==> src/rtl/ctrl_pkg.sv <==
// Shared encodings for the multicycle control FSM: state enum,
// ALU op / mux select codes, pc_src codes, opcode and funct constants.
package ctrl_pkg;

   typedef enum logic [3:0] {
      S_FETCH,
      S_DECODE,
      S_EXEC_R,
      S_EXEC_I,
      S_ADDR,
      S_MEM_RD,
      S_MEM_WR,
      S_WB_R,
      S_WB_I,
      S_WB_MEM,
      S_BRANCH,
      S_JUMP,
      S_HALT
   } state_e;

   localparam logic [2:0] ALU_ADD  = 3'b000;
   localparam logic [2:0] ALU_SUB  = 3'b001;
   localparam logic [2:0] ALU_AND  = 3'b010;
   localparam logic [2:0] ALU_OR   = 3'b011;
   localparam logic [2:0] ALU_SLT  = 3'b100;
   localparam logic [2:0] ALU_PASS = 3'b101;

   localparam logic [1:0] A1_PC   = 2'b00;
   localparam logic [1:0] A1_A    = 2'b01;
   localparam logic [1:0] A1_ZERO = 2'b10;
   localparam logic [1:0] A1_AUX  = 2'b11;

   localparam logic [1:0] A2_B     = 2'b00;
   localparam logic [1:0] A2_FOUR  = 2'b01;
   localparam logic [1:0] A2_IMM   = 2'b10;
   localparam logic [1:0] A2_IMMS2 = 2'b11;

   localparam logic [1:0] PC_ALU  = 2'b00;
   localparam logic [1:0] PC_AOUT = 2'b01;
   localparam logic [1:0] PC_JUMP = 2'b10;

   localparam logic [5:0] OP_RTYPE = 6'h00;
   localparam logic [5:0] OP_J     = 6'h02;
   localparam logic [5:0] OP_BEQ   = 6'h04;
   localparam logic [5:0] OP_BNE   = 6'h05;
   localparam logic [5:0] OP_ADDI  = 6'h08;
   localparam logic [5:0] OP_LUI   = 6'h0F;
   localparam logic [5:0] OP_LW    = 6'h23;
   localparam logic [5:0] OP_SW    = 6'h2B;

   localparam logic [5:0] FN_ADD = 6'h20;
   localparam logic [5:0] FN_SUB = 6'h22;
   localparam logic [5:0] FN_AND = 6'h24;
   localparam logic [5:0] FN_OR  = 6'h25;
   localparam logic [5:0] FN_SLT = 6'h2A;

endpackage

==> src/rtl/alu_op_decode.sv <==
// R-type funct decoder: funct -> {alu_op, valid}. Purely combinational.
// Ports: funct (in 6), alu_op (out 3), valid (out 1).
module alu_op_decode
   import ctrl_pkg::*;
(
   input  logic [5:0] funct,
   output logic [2:0] alu_op,
   output logic       valid
);

   always_comb begin
      alu_op = ALU_ADD;
      valid  = 1'b1;
      case (funct)
         FN_ADD:  alu_op = ALU_ADD;
         FN_SUB:  alu_op = ALU_SUB;
         FN_AND:  alu_op = ALU_AND;
         FN_OR:   alu_op = ALU_OR;
         FN_SLT:  alu_op = ALU_SLT;
         default: valid  = 1'b0;
      endcase
   end

endmodule

==> src/rtl/mc_alu_ctrl.sv <==
// Multicycle CPU control FSM: fetch/decode/exec/mem/wb sequencing with a
// mem_req/mem_ready handshake and memory timeout leading to a sticky HALT.
// Ports: clk, reset (sync, high); opcode, funct, zero_flag, mem_ready in;
// ALU1control, ALU2control, ALUop, pc_write, pc_src, ir_write, mem_req,
// mem_we, iord, reg_write, reg_dst, mem_to_reg, illegal_op, halted out.
// Option: define CTRL_LUI_EN to decode opcode 0x0F as lui (aux pass).
module mc_alu_ctrl
   import ctrl_pkg::*;
#(
   parameter int MEM_TIMEOUT = 16
) (
   input  logic       clk,
   input  logic       reset,
   input  logic [5:0] opcode,
   input  logic [5:0] funct,
   input  logic       zero_flag,
   input  logic       mem_ready,
   output logic [1:0] ALU1control,
   output logic [1:0] ALU2control,
   output logic [2:0] ALUop,
   output logic       pc_write,
   output logic [1:0] pc_src,
   output logic       ir_write,
   output logic       mem_req,
   output logic       mem_we,
   output logic       iord,
   output logic       reg_write,
   output logic       reg_dst,
   output logic       mem_to_reg,
   output logic       illegal_op,
   output logic       halted
);

   localparam logic [7:0] TO_LAST = 8'(MEM_TIMEOUT - 1);

   state_e     state_q, state_d;
   logic [7:0] cnt_q, cnt_d;
   logic [2:0] fn_op;
   logic       fn_ok;
   logic       wait_to;

   alu_op_decode u_dec (
      .funct  (funct),
      .alu_op (fn_op),
      .valid  (fn_ok)
   );

   // Last permitted waiting cycle of a memory state.
   assign wait_to = (cnt_q == TO_LAST);

   always_ff @(posedge clk) begin
      if (reset) begin
         state_q <= S_FETCH;
         cnt_q   <= 8'd0;
      end else begin
         state_q <= state_d;
         cnt_q   <= cnt_d;
      end
   end

   always_comb begin
      state_d     = state_q;
      cnt_d       = 8'd0;
      ALU1control = A1_PC;
      ALU2control = A2_B;
      ALUop       = ALU_ADD;
      pc_write    = 1'b0;
      pc_src      = PC_ALU;
      ir_write    = 1'b0;
      mem_req     = 1'b0;
      mem_we      = 1'b0;
      iord        = 1'b0;
      reg_write   = 1'b0;
      reg_dst     = 1'b0;
      mem_to_reg  = 1'b0;
      illegal_op  = 1'b0;
      halted      = 1'b0;
      case (state_q)
         S_FETCH: begin
            mem_req = 1'b1;
            if (mem_ready) begin
               ir_write    = 1'b1;
               ALU2control = A2_FOUR;
               pc_write    = 1'b1;
               state_d     = S_DECODE;
            end else if (wait_to) begin
               state_d = S_HALT;
            end else begin
               cnt_d = cnt_q + 8'd1;
            end
         end
         S_DECODE: begin
            ALU2control = A2_IMMS2;
            case (opcode)
               OP_RTYPE: begin
                  if (fn_ok) begin
                     state_d = S_EXEC_R;
                  end else begin
                     illegal_op = 1'b1;
                     state_d    = S_FETCH;
                  end
               end
               OP_ADDI: state_d = S_EXEC_I;
`ifdef CTRL_LUI_EN
               OP_LUI:  state_d = S_EXEC_I;
`endif
               OP_LW,
               OP_SW:   state_d = S_ADDR;
               OP_BEQ,
               OP_BNE:  state_d = S_BRANCH;
               OP_J:    state_d = S_JUMP;
               default: begin
                  illegal_op = 1'b1;
                  state_d    = S_FETCH;
               end
            endcase
         end
         S_EXEC_R: begin
            ALU1control = A1_A;
            ALUop       = fn_op;
            state_d     = S_WB_R;
         end
         S_EXEC_I: begin
            ALU1control = A1_A;
            ALU2control = A2_IMM;
`ifdef CTRL_LUI_EN
            if (opcode == OP_LUI) begin
               ALU1control = A1_AUX;
               ALUop       = ALU_PASS;
            end
`endif
            state_d = S_WB_I;
         end
         S_ADDR: begin
            ALU1control = A1_A;
            ALU2control = A2_IMM;
            state_d     = (opcode == OP_SW) ? S_MEM_WR : S_MEM_RD;
         end
         S_MEM_RD, S_MEM_WR: begin
            mem_req = 1'b1;
            iord    = 1'b1;
            mem_we  = (state_q == S_MEM_WR);
            if (mem_ready) begin
               state_d = (state_q == S_MEM_WR) ? S_FETCH : S_WB_MEM;
            end else if (wait_to) begin
               state_d = S_HALT;
            end else begin
               cnt_d = cnt_q + 8'd1;
            end
         end
         S_WB_R: begin
            reg_write = 1'b1;
            reg_dst   = 1'b1;
            state_d   = S_FETCH;
         end
         S_WB_I: begin
            reg_write = 1'b1;
            state_d   = S_FETCH;
         end
         S_WB_MEM: begin
            reg_write  = 1'b1;
            mem_to_reg = 1'b1;
            state_d    = S_FETCH;
         end
         S_BRANCH: begin
            ALU1control = A1_A;
            ALUop       = ALU_SUB;
            pc_src      = PC_AOUT;
            pc_write    = (opcode == OP_BNE) ? !zero_flag : zero_flag;
            state_d     = S_FETCH;
         end
         S_JUMP: begin
            pc_write = 1'b1;
            pc_src   = PC_JUMP;
            state_d  = S_FETCH;
         end
         S_HALT: begin
            halted = 1'b1;
         end
         default: state_d = S_FETCH;
      endcase
      // Reset masks every output in the same cycle, not just the next one.
      if (reset) begin
         ALU1control = A1_PC;
         ALU2control = A2_B;
         ALUop       = ALU_ADD;
         pc_write    = 1'b0;
         pc_src      = PC_ALU;
         ir_write    = 1'b0;
         mem_req     = 1'b0;
         mem_we      = 1'b0;
         iord        = 1'b0;
         reg_write   = 1'b0;
         reg_dst     = 1'b0;
         mem_to_reg  = 1'b0;
         illegal_op  = 1'b0;
         halted      = 1'b0;
      end
   end

endmodule

==> config.mk <==
export PLATFORM = sky130hd
export DESIGN_NAME = mc_alu_ctrl
export DESIGN_NICKNAME = d
export VERILOG_FILES = /design/src/rtl/ctrl_pkg.sv /design/src/rtl/alu_op_decode.sv /design/src/rtl/mc_alu_ctrl.sv
export SDC_FILE = /design/constraint.sdc
export NUM_CORES = 1
export LEC_CHECK = 0
export CORE_ASPECT_RATIO = 1.2
export CORE_MARGIN = 10
export CORE_UTILIZATION = 35
export DETAILED_ROUTE_END_ITERATION = 10
export GPL_TIMING_DRIVEN = 0
export PLACE_DENSITY = 0.7
export SETUP_SLACK_MARGIN = 0.5
export SYNTH_ARGS = -nofsm -noshare
export SYNTH_HDL_FRONTEND = slang
export SYNTH_SLANG_ARGS = --single-unit
==> constraint.sdc <==
create_clock -name clk -period 3.2 [get_ports clk]
set_clock_uncertainty 0.1 [all_clocks]
set_input_delay 0.64 -clock clk [delete_from_list [all_inputs] [get_ports clk]]
set_output_delay 0.64 -clock clk [all_outputs]
set_load 0.02 [all_outputs]
Yosys cells after proc, flatten, opt, wreduce, memory -nomap -nowiden
Cells that the tools add are included.

Equal/unequal tests: 24. $add $sub $neg: 1. Reduce and logical (&&, ||, !) cells: 13. Muxes and demuxes: 43. Bitwise gates (word level): 1.

Operators by type and width (number): == test 6 bit (second input constant) (7); case mux 4 bit (7 select lines) (1); two-way mux 1 bit (25); == test 4 bit (second input constant) (5); case mux 4 bit (5 select lines) (1); == test 4 x 3 -> 1 bit (second input constant) (4); two-way mux 4 bit (4); == test 6 x 3 -> 1 bit (second input constant) (2); case mux 3 bit (4 select lines) (1); two-way mux 2 bit (5); adder 8 x 1 -> 8 bit (second input constant) (1); == test 4 x 2 -> 1 bit (second input constant) (2); == test 8 x 4 -> 1 bit (second input constant) (1); OR reduction 2 bit (4); OR reduction 4 bit (2); == test 6 x 2 -> 1 bit (second input constant) (1); == test 6 x 4 -> 1 bit (second input constant) (1); zero test 6 bit (1); case mux 2 bit (3 select lines) (1); case mux 3 bit (2 select lines) (1); OR reduction 3 bit (2); OR reduction 6 bit (1); OR reduction 5 bit (1); == test 4 x 1 -> 1 bit (second input constant) (1); 7 further kinds (7).

Logic and storage cells: 84. Register bits: 12. Input port bits: 16. Output and inout port bits: 19.

Logic depth before layout (Yosys ltp)
Gate-level depths: netlist (run 1).

Word-level depth: 7. Depth in mapped cells: 6. Mapped depth without buffers: 5.

Hierarchy
A second synthesis (run 1) with hierarchy kept.

Cells, all modules: 156. Area, all modules: 1139.8 um^2.

Modules (own cells, without submodules): mc_alu_ctrl (times used 1, cells each 146, area each 1056.0 um^2, seq. area each 240.2 um^2); alu_op_decode (times used 1, cells each 10, area each 83.8 um^2, seq. area each 0.0 um^2).

Worst setup path before layout (run 1)
OpenSTA, ideal clock, no wires.

Kind: input to output. Start point: in funct[0]. End point: out ALUop[0]. Path slack: 0.524 ns. Data required time: 2.460 ns. Stages on the path: 4. Data arrival time: 1.936 ns. Path buffers: 0. Cells stage by stage: or3b_1 o21ai_0 a31oi_1 nor4b_1.

Word-level cells in the longest chain between the ends: 4. Elaborated cells on any way between the ends: 7. Those cells by class: eq/ne (4); mux (3).

RTL lines: from (decl) (RTL line mc_alu_ctrl.sv:15) `input logic [5:0] funct,`; == test 6 bit (RTL line alu_op_decode.sv:14) `case (funct)`; case mux 3 bit (4 select lines) * (RTL line alu_op_decode.sv:14); case mux 3 bit (2 select lines) * (RTL line mc_alu_ctrl.sv:78) `case (state_q)`; two-way mux 3 bit * (RTL line mc_alu_ctrl.sv:183) `if (reset) begin`; to (decl) (RTL line mc_alu_ctrl.sv:20) `output logic [2:0] ALUop,`.

Every way passes the cells marked *; elsewhere a longest branch is shown, timed or not.

Worst setup path after layout (run 1)
Start point: in opcode[4]. End point: out pc_write.

Word-level cells in the longest chain between the ends: 4.

RTL lines: from (decl) (RTL line mc_alu_ctrl.sv:14) `input logic [5:0] opcode,`; == test 6 x 3 -> 1 bit (RTL line mc_alu_ctrl.sv:169) `pc_write = (opcode == OP_BNE) ? !zero_flag : zero_flag;`; two-way mux 1 bit (RTL line mc_alu_ctrl.sv:169); case mux 1 bit (3 select lines) (RTL line mc_alu_ctrl.sv:78); two-way mux 1 bit (RTL line mc_alu_ctrl.sv:183); to (decl) (RTL line mc_alu_ctrl.sv:21) `output logic pc_write,`.

Every way passes these cells.

==> results of run 1 <==
path summary, 6_finish.rpt:
| kind | end | slack, ns | depth (start not counted) |
|---|---|---|---|
| worst max-delay path | pc_write | 0.54 | 6 |
| worst max register to register | cnt_q[6]$_SDFF_PP0_ | 1.47 | 6 |
| worst min-delay path | cnt_q[0]$_SDFF_PP0_ | 0.36 | 1 |
| worst min register to register | cnt_q[0]$_SDFF_PP0_ | 0.36 | 1 |
per-layer routing:
metal,up-vias,global-route usage
met5,-,0
met4,0,0.0465
met3,6,0.0382
met2,38,0.208
met1,566,0.122
li1,616,-
cells by family (layout without fill, tap and decap cells):
kind of cell | count (synthesis) | after routing | share of synthesized area
AO/OA/AOI/OAI | 30 | 30 | 0.185
XOR/XNOR | 8 | 8 | 0.0685
adder cells (fa/ha/maj) | 1 | 1 | 0.0110
buffers and inverters | 16 | 50 | 0.0751
flip-flops | 12 | 12 | 0.212
multiplexers | 1 | 1 | 0.00884
other | 1 | 1 | 0.00331
AND/OR/NAND/NOR | 84 | 84 | 0.436
critical path: cells and delay by family:
family / cells / cell delay, ns
AOI/OAI and AO/OA: 1 / 0.15
buffers and inverters: 2 / 0.60
and+or+nand+nor: 3 / 0.52
per-stage QoR:
step	instances	utilization	power [mW]	TNS (ns)
CTS	223	0.487	0.374	0
detailed placement	219	0.479	0.286	-0.293
global route	223	0.489	0.390	0
finish	223	0.489	0.367	0
floorplan	153	-	0.237	0
global placement	219	0.479	0.284	-0.227
power breakdown:
part	internal, mW	switching, mW
logic	0.0557	0.0702
clock network	0.0434	0.0426
registers	0.153	0.00234
total	0.252	0.115
sequential cells by signal, indices dropped and copies added, names as in the netlist:
name     count
state_q      4
cnt_q        8
repair_timing:
item | in CTS | in global routing
hold endpoints to repair | 0 | 0
pin swaps | 2 | 4
buffers inserted | 1 | 0
gates resized for setup | 48 | 20
endpoints found under the setup margin | 18 | 10
cell usage in the layout (no fill, tap or decap), types with 6 or more instances in the layout:
master and n:
nand3_1 7, dlygate4sd2_1 10, dfxtp_1 12, buf_2 6, nand2_1 8, clkbuf_2 10
nand2b_1 10, nor2_2 8, clkdlybuf4s50_1 6, nor2_1 15, a21oi_1 6
cell type report:
type / count / area (µm²) / share of cell area
Multi-Input combinational cell: 125 / 842 / 0.559
Clock buffer: 3 / 22.5 / 0.0149
Buffer: 14 / 85.1 / 0.0564
Inverter: 2 / 7.51 / 0.00498
Sequential cell: 12 / 240 / 0.159
Timing Repair Buffer: 31 / 265 / 0.176
Tap cell: 36 / 45.0 / 0.0299
==> flow_metrics.tcl, run 1 <==
set metrics [dict create \
    ys_seq_area_frac 0.212 \
    netlist_instances 153 \
    drv_cap 0 \
    path_class "primary input to output port" \
    final_layout_size_suffix_gt1_frac 0.257 \
    setup_slack_ns 0.539 \
    fmax_ghz 0.376 \
    clkTransAtPathRegs_ns 0.07 \
    post-place-ws_ns -0.265 \
    synth.area.top_cells "dfxtp_1 (21%), nand2b_1 (5.5%), nor2_1 (5.0%)" \
    crit_path_end_kind "output port" \
    crit_path_start_kind "primary input" \
    grt_pass1_wl_um 5770 \
    slew_violations 0 \
    cts_root_buf "clkbuf_4" \
    r2r-start "cnt_q[0]$_SDFF_PP0_" \
    fillers 315 \
    met1Wirelength_um 1460 \
    synth_area_um2 1130 \
    wl_per_cell_um 15.3 \
    grt_pass1_vias 1324 \
    placed_cell_area_um2 1480 \
    slowest_stage "clkdlybuf4s50_1" \
    cts_tree "yes" \
    ys_types 49 \
    critPathMaxStageDelay_ns 0.44 \
    setup_viol_count_final 0 \
    status "complete, no violations" \
    synth-edff-count 0 \
    synth-seq-cells 12 \
    die_area_um2 5920 \
    viasPerCell 5.50 \
    grt_start_max_net_pins 11 \
    post-route-period-util 0.831 \
    synthFlopType "dfxtp_1" \
    wl_um 3420 \
    drtAntennaViolNets 0 \
    cts.sinks 12 \
    hold_path.class "register to register" \
    gr-total-overflow 0 \
    syn_to_final_growth_pct 33.1 \
    antenna_found_initial 0 \
    yosysWarnings 0 \
    clockBufferDepth 2 \
    crit_arrival_ns 1.92 \
    synthTopCellsByCount "nor2_1 (15), dfxtp_1 (12), nand2b_1 (10)" \
    min_from "cnt_q[0]$_SDFF_PP0_" \
    ioPinCount 35 \
    die_w_um 71.9 \
    start_util 0.367 \
    yosys.area.top_type "dfxtp_1" \
    required_ns 2.46 \
    powerDensity_nw_per_um2 244 \
    first_iter_violations 44 \
    cts_made_buffers 3 \
    die_y_um 82.3 \
    synthArstFlopShare 0 \
    drc_errors 0 \
    synth_area_per_cell_um2 7.40 \
    synth_top_area_share 0.212 \
    port_buffers 30 \
    route.met3.wl_um 241 \
    cts_hold_buffers 0 \
    dp_hpwl_um 2740 \
    p_leak_nw 0.676 \
    syn-num-nets 170 \
    cp-startpoint "opcode[4]" \
    place_congestion 0.829 \
    finalInstanceArea_um2 1510 \
    rsz0062_at_grt "no" \
    synth.most_common_cell "nor2_1" \
    finalHoldViolCount 0 \
    nets 206 \
    core_um2 3080 \
    first_pass_iters 4 \
    fin_crit_ns 2.66 \
    dr_total_vias 1226 \
    ir_worst_vdd_uv 199 \
    antenna_cells 0 \
    crit_fanout 3 \
    path_cells "clkdlybuf4s50_1 -> or2_4 -> nor3_2 -> nor3b_2 -> o21bai_1 -> buf_4" \
    htreeDepth 1 \
    grtUsageTotal 0.115 \
    hold_slack_ns 0.361 \
    clock_latency_ns 0.26 \
    rows 22 \
    top_layer "met4" \
    met2_length_um 1670 \
]
Power figures use the tool's default switching activity.
==> run 2, diff against run 1 <==
==> constraint.sdc (replaced) <==
create_clock -name clk -period 2.64 [get_ports clk]
set_clock_uncertainty 0.1 [all_clocks]
set_input_delay 0.528 -clock clk [delete_from_list [all_inputs] [get_ports clk]]
set_output_delay 0.528 -clock clk [all_outputs]
set_load 0.02 [all_outputs]
==> run 2 against run 1 <==
  * Count of clock-buffer cells in the layout grew 1
  * Core utilization grew 12 points
  * Global-route usage grew 1.5 points
  * Sequential power grew 21%
  * Die area is the same
  * Via count grew 10%
  * Register-to-register slack lost 0.60 ns
  * First-iteration DRC count grew 25%
  * Critical path depth is the same
  * Non-clock buffer count grew 14
  * Clock power grew 63%
  * Combinational power grew 78%
  * Largest power group is now combinational cells
  * Highest routed layer unchanged
==> flow_metrics.tcl, run 2 (synthesized netlist as in run 1, its figures left out) <==
set metrics [dict create \
    clock_latency_ns 0.26 \
    powerDensity_nw_per_um2 295 \
    clockBufferDepth 2 \
    cts_tree "yes" \
    grt_use_met1 0.129 \
    ir_worst_vdd_uv 232 \
    core_um2 3080 \
    first_iter_violations 55 \
    cts.sinks 12 \
    crit_path_end_kind "output port" \
    cts_hold_buffers 0 \
    syn_to_final_growth_pct 65.9 \
    wl_um 4080 \
    r2r_slack_ns 0.87 \
    port_buffers 30 \
    grt_pass1_wl_um 6470 \
    crit_arrival_ns 1.63 \
    antenna_found_initial 0 \
    setup_slack_ns 0.380 \
    fin_crit_ns 2.26 \
    grtUsageTotal 0.130 \
    required_ns 2.01 \
    drv_cap 0 \
    gr-usage-met3 0.0477 \
    drtAntennaViolNets 0 \
    post-route-period-util 0.856 \
    grt_pass1_vias 1432 \
    hold_path.class "register to register" \
    die_area_um2 5920 \
    viasPerCell 5.68 \
    finalHoldViolCount 0 \
    dr_total_vias 1352 \
    path_class "primary input to output port" \
    antenna_cells 0 \
    placed_cell_area_um2 1510 \
    rows 22 \
    start_util 0.367 \
    finalSetupTns_ns 0 \
    first_pass_iters 4 \
    status "complete, no violations" \
    grt_start_max_net_pins 11 \
    cts_root_buf "clkbuf_4" \
    gr-total-overflow 0 \
    fmax_ghz 0.443 \
    mostFrequentLayoutCells "buf_4 (25), nor2_1 (13), nor2_2 (10), dfxtp_1 (10), buf_6 (9)" \
    dp_hpwl_um 2710 \
    finalInstanceArea_um2 1880 \
    wl_per_cell_um 17.1 \
    largest_reg_flops 8 \
    p_total_uw 553 \
    p_leak_nw 0.768 \
    crit_path_start_kind "primary input" \
    htreeDepth 1 \
    ioPinCount 35 \
    die_w_um 71.9 \
    nets 220 \
    top_register "cnt_q" \
    post-place-ws_ns -0.557 \
    die_y_um 82.3 \
    cts_made_buffers 3 \
    final_common_cell "buf_4" \
    met2_usage 0.239 \
    grt-busiest-layer "met2" \
    slew_violations 0 \
    rsz0062_at_grt "yes" \
    final_layout_size_suffix_gt1_frac 0.515 \
    setup_viol_count_final 0 \
    drc_errors 0 \
    place_congestion 0.845 \
    reg_top3 "cnt_q x8, state_q x4" \
    clkTransAtPathRegs_ns 0.07 \
    crit_fanout 4 \
]
[run 2: worst paths after layout]
path         cells past startpoint           startpoint                  end
min reg2reg                      1  cnt_q[0]$_SDFF_PP0_  cnt_q[0]$_SDFF_PP0_
max reg2reg                      6  cnt_q[0]$_SDFF_PP0_  cnt_q[5]$_SDFF_PP0_
min                              1  cnt_q[0]$_SDFF_PP0_  cnt_q[0]$_SDFF_PP0_
max                              6             funct[0]             ALUop[0]
[run 2: final cells by class]
class	instances	area [µm²]
fill	260	1200
timing repair buffer	45	364
clock buffer	4	36.3
tap	36	45.0
buffer	14	159
multi-input combinational	125	1020
inverter	2	7.51
sequential	12	245
[run 2: worst max-delay path, cell delays in order]
cell and delay, ns:
buf_8 0.10, or3b_1 0.40, o21ai_2 0.08, a31oi_2 0.12, nor4b_4 0.22, buf_4 0.18
[run 2: metrics by stage]
stage                     hold WS, ns  instances   util
after floorplan                 0.327        153      -
after global placement          0.339        219  0.489
after detailed placement        0.353        219  0.489
after CTS                       0.372        231  0.562
after global routing            0.389        238  0.609
final                           0.371        238  0.609
[run 2: power by group]
group	internal, mW	leakage (nW)	switching, mW
Sequential	0.185	0.0984	0.00328
Clock	0.0837	0.0210	0.0566
Combinational	0.113	0.649	0.112
Total	0.381	0.768	0.172
[run 2: what timing repair did]
action,in CTS,in global routing
endpoints found under the setup margin,18,18
pin swaps,11,14
buffers inserted,8,7
gates resized for setup,152,49
gates cloned,0,0
[run 2: per-layer routing]
layer	vias up	wire length [µm]
li1	642	-
met4	0	111
met2	67	2080
met1	633	1510
met5	-	0
met3	10	381
==> run 3, diff against run 2 <==
==> constraint.sdc (replaced) <==
create_clock -name clk -period 2.64 [get_ports clk]
set_clock_uncertainty 0.1 [all_clocks]
set_input_delay 0.792 -clock clk [delete_from_list [all_inputs] [get_ports clk]]
set_output_delay 0.792 -clock clk [all_outputs]
set_load 0.02 [all_outputs]
==> run 3 against run 2 <==
  * The flow now finishes with violations (negative setup slack)
  * Wire length grew 26%
  * Die area unchanged
  * First-iteration DRC count up 73%
  * Final cell count rose by 9.2%
  * Worst hold slack worse by 0.010 ns
  * Via count up 9.5%
  * Count of clock-buffer cells in the layout decreased by 1
  * Setup slack worse by 0.61 ns
  * Core utilization up 21 points
  * Register-to-register slack got worse by 0.04 ns
  * Final area up 35%
  * Critical path type unchanged
  * Largest cell class unchanged
==> flow_metrics.tcl, run 3 (synthesized netlist as in run 1, its figures left out) <==
set metrics [dict create \
    status "finished, violations left" \
    failed_checks "negative setup slack" \
    dr_total_vias 1481 \
    cts_hold_buffers 0 \
    r2r_end "state_q[0]$_SDFFE_PP0P_" \
    fmax_ghz 0.348 \
    crit_path_start_kind "primary input" \
    wl_per_cell_um 19.8 \
    drv_cap 0 \
    largest_reg_flops 8 \
    cts_made_buffers 3 \
    viasPerCell 5.70 \
    nets 243 \
    port_buffers 30 \
    path_class "primary input to output port" \
    final_common_cell "buf_4" \
    crit_arrival_ns 1.98 \
    htreeDepth 1 \
    mostFrequentLayoutCells "buf_4 (33), buf_6 (30), nor2_1 (9), dfxtp_1 (9)" \
    post-route-period-util 1.09 \
    place_congestion 0.877 \
    dp.cells 219 \
    reg2reg_depth 7 \
    final_layout_size_suffix_gt1_frac 0.665 \
    ioPinCount 35 \
    p_total_uw 631 \
    clockBufferDepth 2 \
    fin_crit_ns 2.87 \
    rsz0062_at_grt "yes" \
    p_leak_nw 0.991 \
    finalHoldViolCount 0 \
    top_register "cnt_q" \
    antenna_cells 0 \
    syn_to_final_growth_pct 123 \
    first_iter_violations 95 \
    drtAntennaViolNets 0 \
    dp_hpwl_um 2880 \
    powerDensity_nw_per_um2 250 \
    core_um2 3080 \
    reg_top3 "cnt_q x8, state_q x4" \
    grt_pass1_wl_um 6780 \
    r2r_slack_ns 0.83 \
    drc_errors 0 \
    instances_no_fill 260 \
    die_w_um 71.9 \
    r2r-start "state_q[2]$_SDFFE_PP0P_" \
    crit_end "ALUop[0]" \
    grt_pass1_vias 1370 \
    hold_path.class "register to register" \
    wl_um 5160 \
    die_area_um2 5920 \
    antenna_found_initial 0 \
    first_pass_iters 4 \
    ir_worst_vdd_uv 268 \
    setup_viol_count_final 2 \
    crit_fanout 2 \
    gr-total-overflow 0 \
    die_y_um 82.3 \
    clkTransAtPathRegs_ns 0.06 \
    finalInstanceArea_um2 2530 \
    cts_root_buf "clkbuf_4" \
    required_ns 1.75 \
    fillers 167 \
    placed_cell_area_um2 1780 \
    crit_path_end_kind "output port" \
    setup_slack_ns -0.230 \
    cts_tree "yes" \
    grtUsageTotal 0.141 \
    clock_latency_ns 0.27 \
    grt_start_max_net_pins 11 \
    rows 22 \
    start_util 0.367 \
    cp-startpoint "funct[2]" \
    slew_violations 0 \
    cts.sinks 12 \
]
run 3: area by class of cell:
cell class              count  area [µm²]  share of cell area
flip-flops and latches     12         246              0.0974
repair buffers             68         669               0.265
well taps                  36        45.0              0.0178
clock buffers               3        22.5             0.00890
plain buffers              14         277               0.109
inverters                   2        7.51             0.00297
multi-input cells         125        1260               0.499
run 3: worst min-delay path by stage:
stage / to / startpoint / cells past startpoint
2_1_floorplan: cnt_q[0]$_SDFF_PP0_ / cnt_q[0]$_SDFF_PP0_ / 1
3_3_place_gp: cnt_q[0]$_SDFF_PP0_ / cnt_q[0]$_SDFF_PP0_ / 1
3_5_place_dp: cnt_q[0]$_SDFF_PP0_ / cnt_q[0]$_SDFF_PP0_ / 1
4_1_cts: cnt_q[0]$_SDFF_PP0_ / cnt_q[0]$_SDFF_PP0_ / 1
5_1_grt: cnt_q[0]$_SDFF_PP0_ / cnt_q[0]$_SDFF_PP0_ / 1
6_report: cnt_q[0]$_SDFF_PP0_ / cnt_q[0]$_SDFF_PP0_ / 1
run 3: stage by stage:
| stage | hold WS (ns) | worst slack [ns] | util | setup TNS [ns] |
|---|---|---|---|---|
| floorplan | 0.327 | 0.0582 | - | 0 |
| global placement | 0.338 | -1.11 | 0.576 | -7.20 |
| detailed placement | 0.350 | -1.14 | 0.576 | -7.43 |
| CTS | 0.365 | -0.167 | 0.735 | -0.190 |
| global route | 0.389 | -0.254 | 0.821 | -0.379 |
| finish | 0.361 | -0.230 | 0.821 | -0.309 |
run 3: critical path, cell delays in order:
cell	delay, ns
buf_8	0.10
or3b_4	0.40
o21ai_4	0.08
a31oi_4	0.12
nor4b_4	0.29
buf_4	0.18
run 3: repair_timing:
action / in CTS / in global routing
endpoints found under the setup margin: 29 / 18
resized for setup: 225 / 23
pin swaps: 21 / 18
setup buffers: 17 / 21
run 3: power by group:
group	switching (mW)	total, mW	leakage, nW	internal (mW)
Clock	0.0552	0.108	0.0138	0.0529
Sequential	0.00328	0.189	0.0988	0.186
Combinational	0.153	0.334	0.879	0.181
run 3: layer usage:
layer  share of wire  GRT usage  up-vias
li1                -          -      690
met1            0.39      0.151      730
met2            0.53      0.269       51
met3           0.053     0.0286       10
met4           0.022     0.0465        0
met5               0          0        -
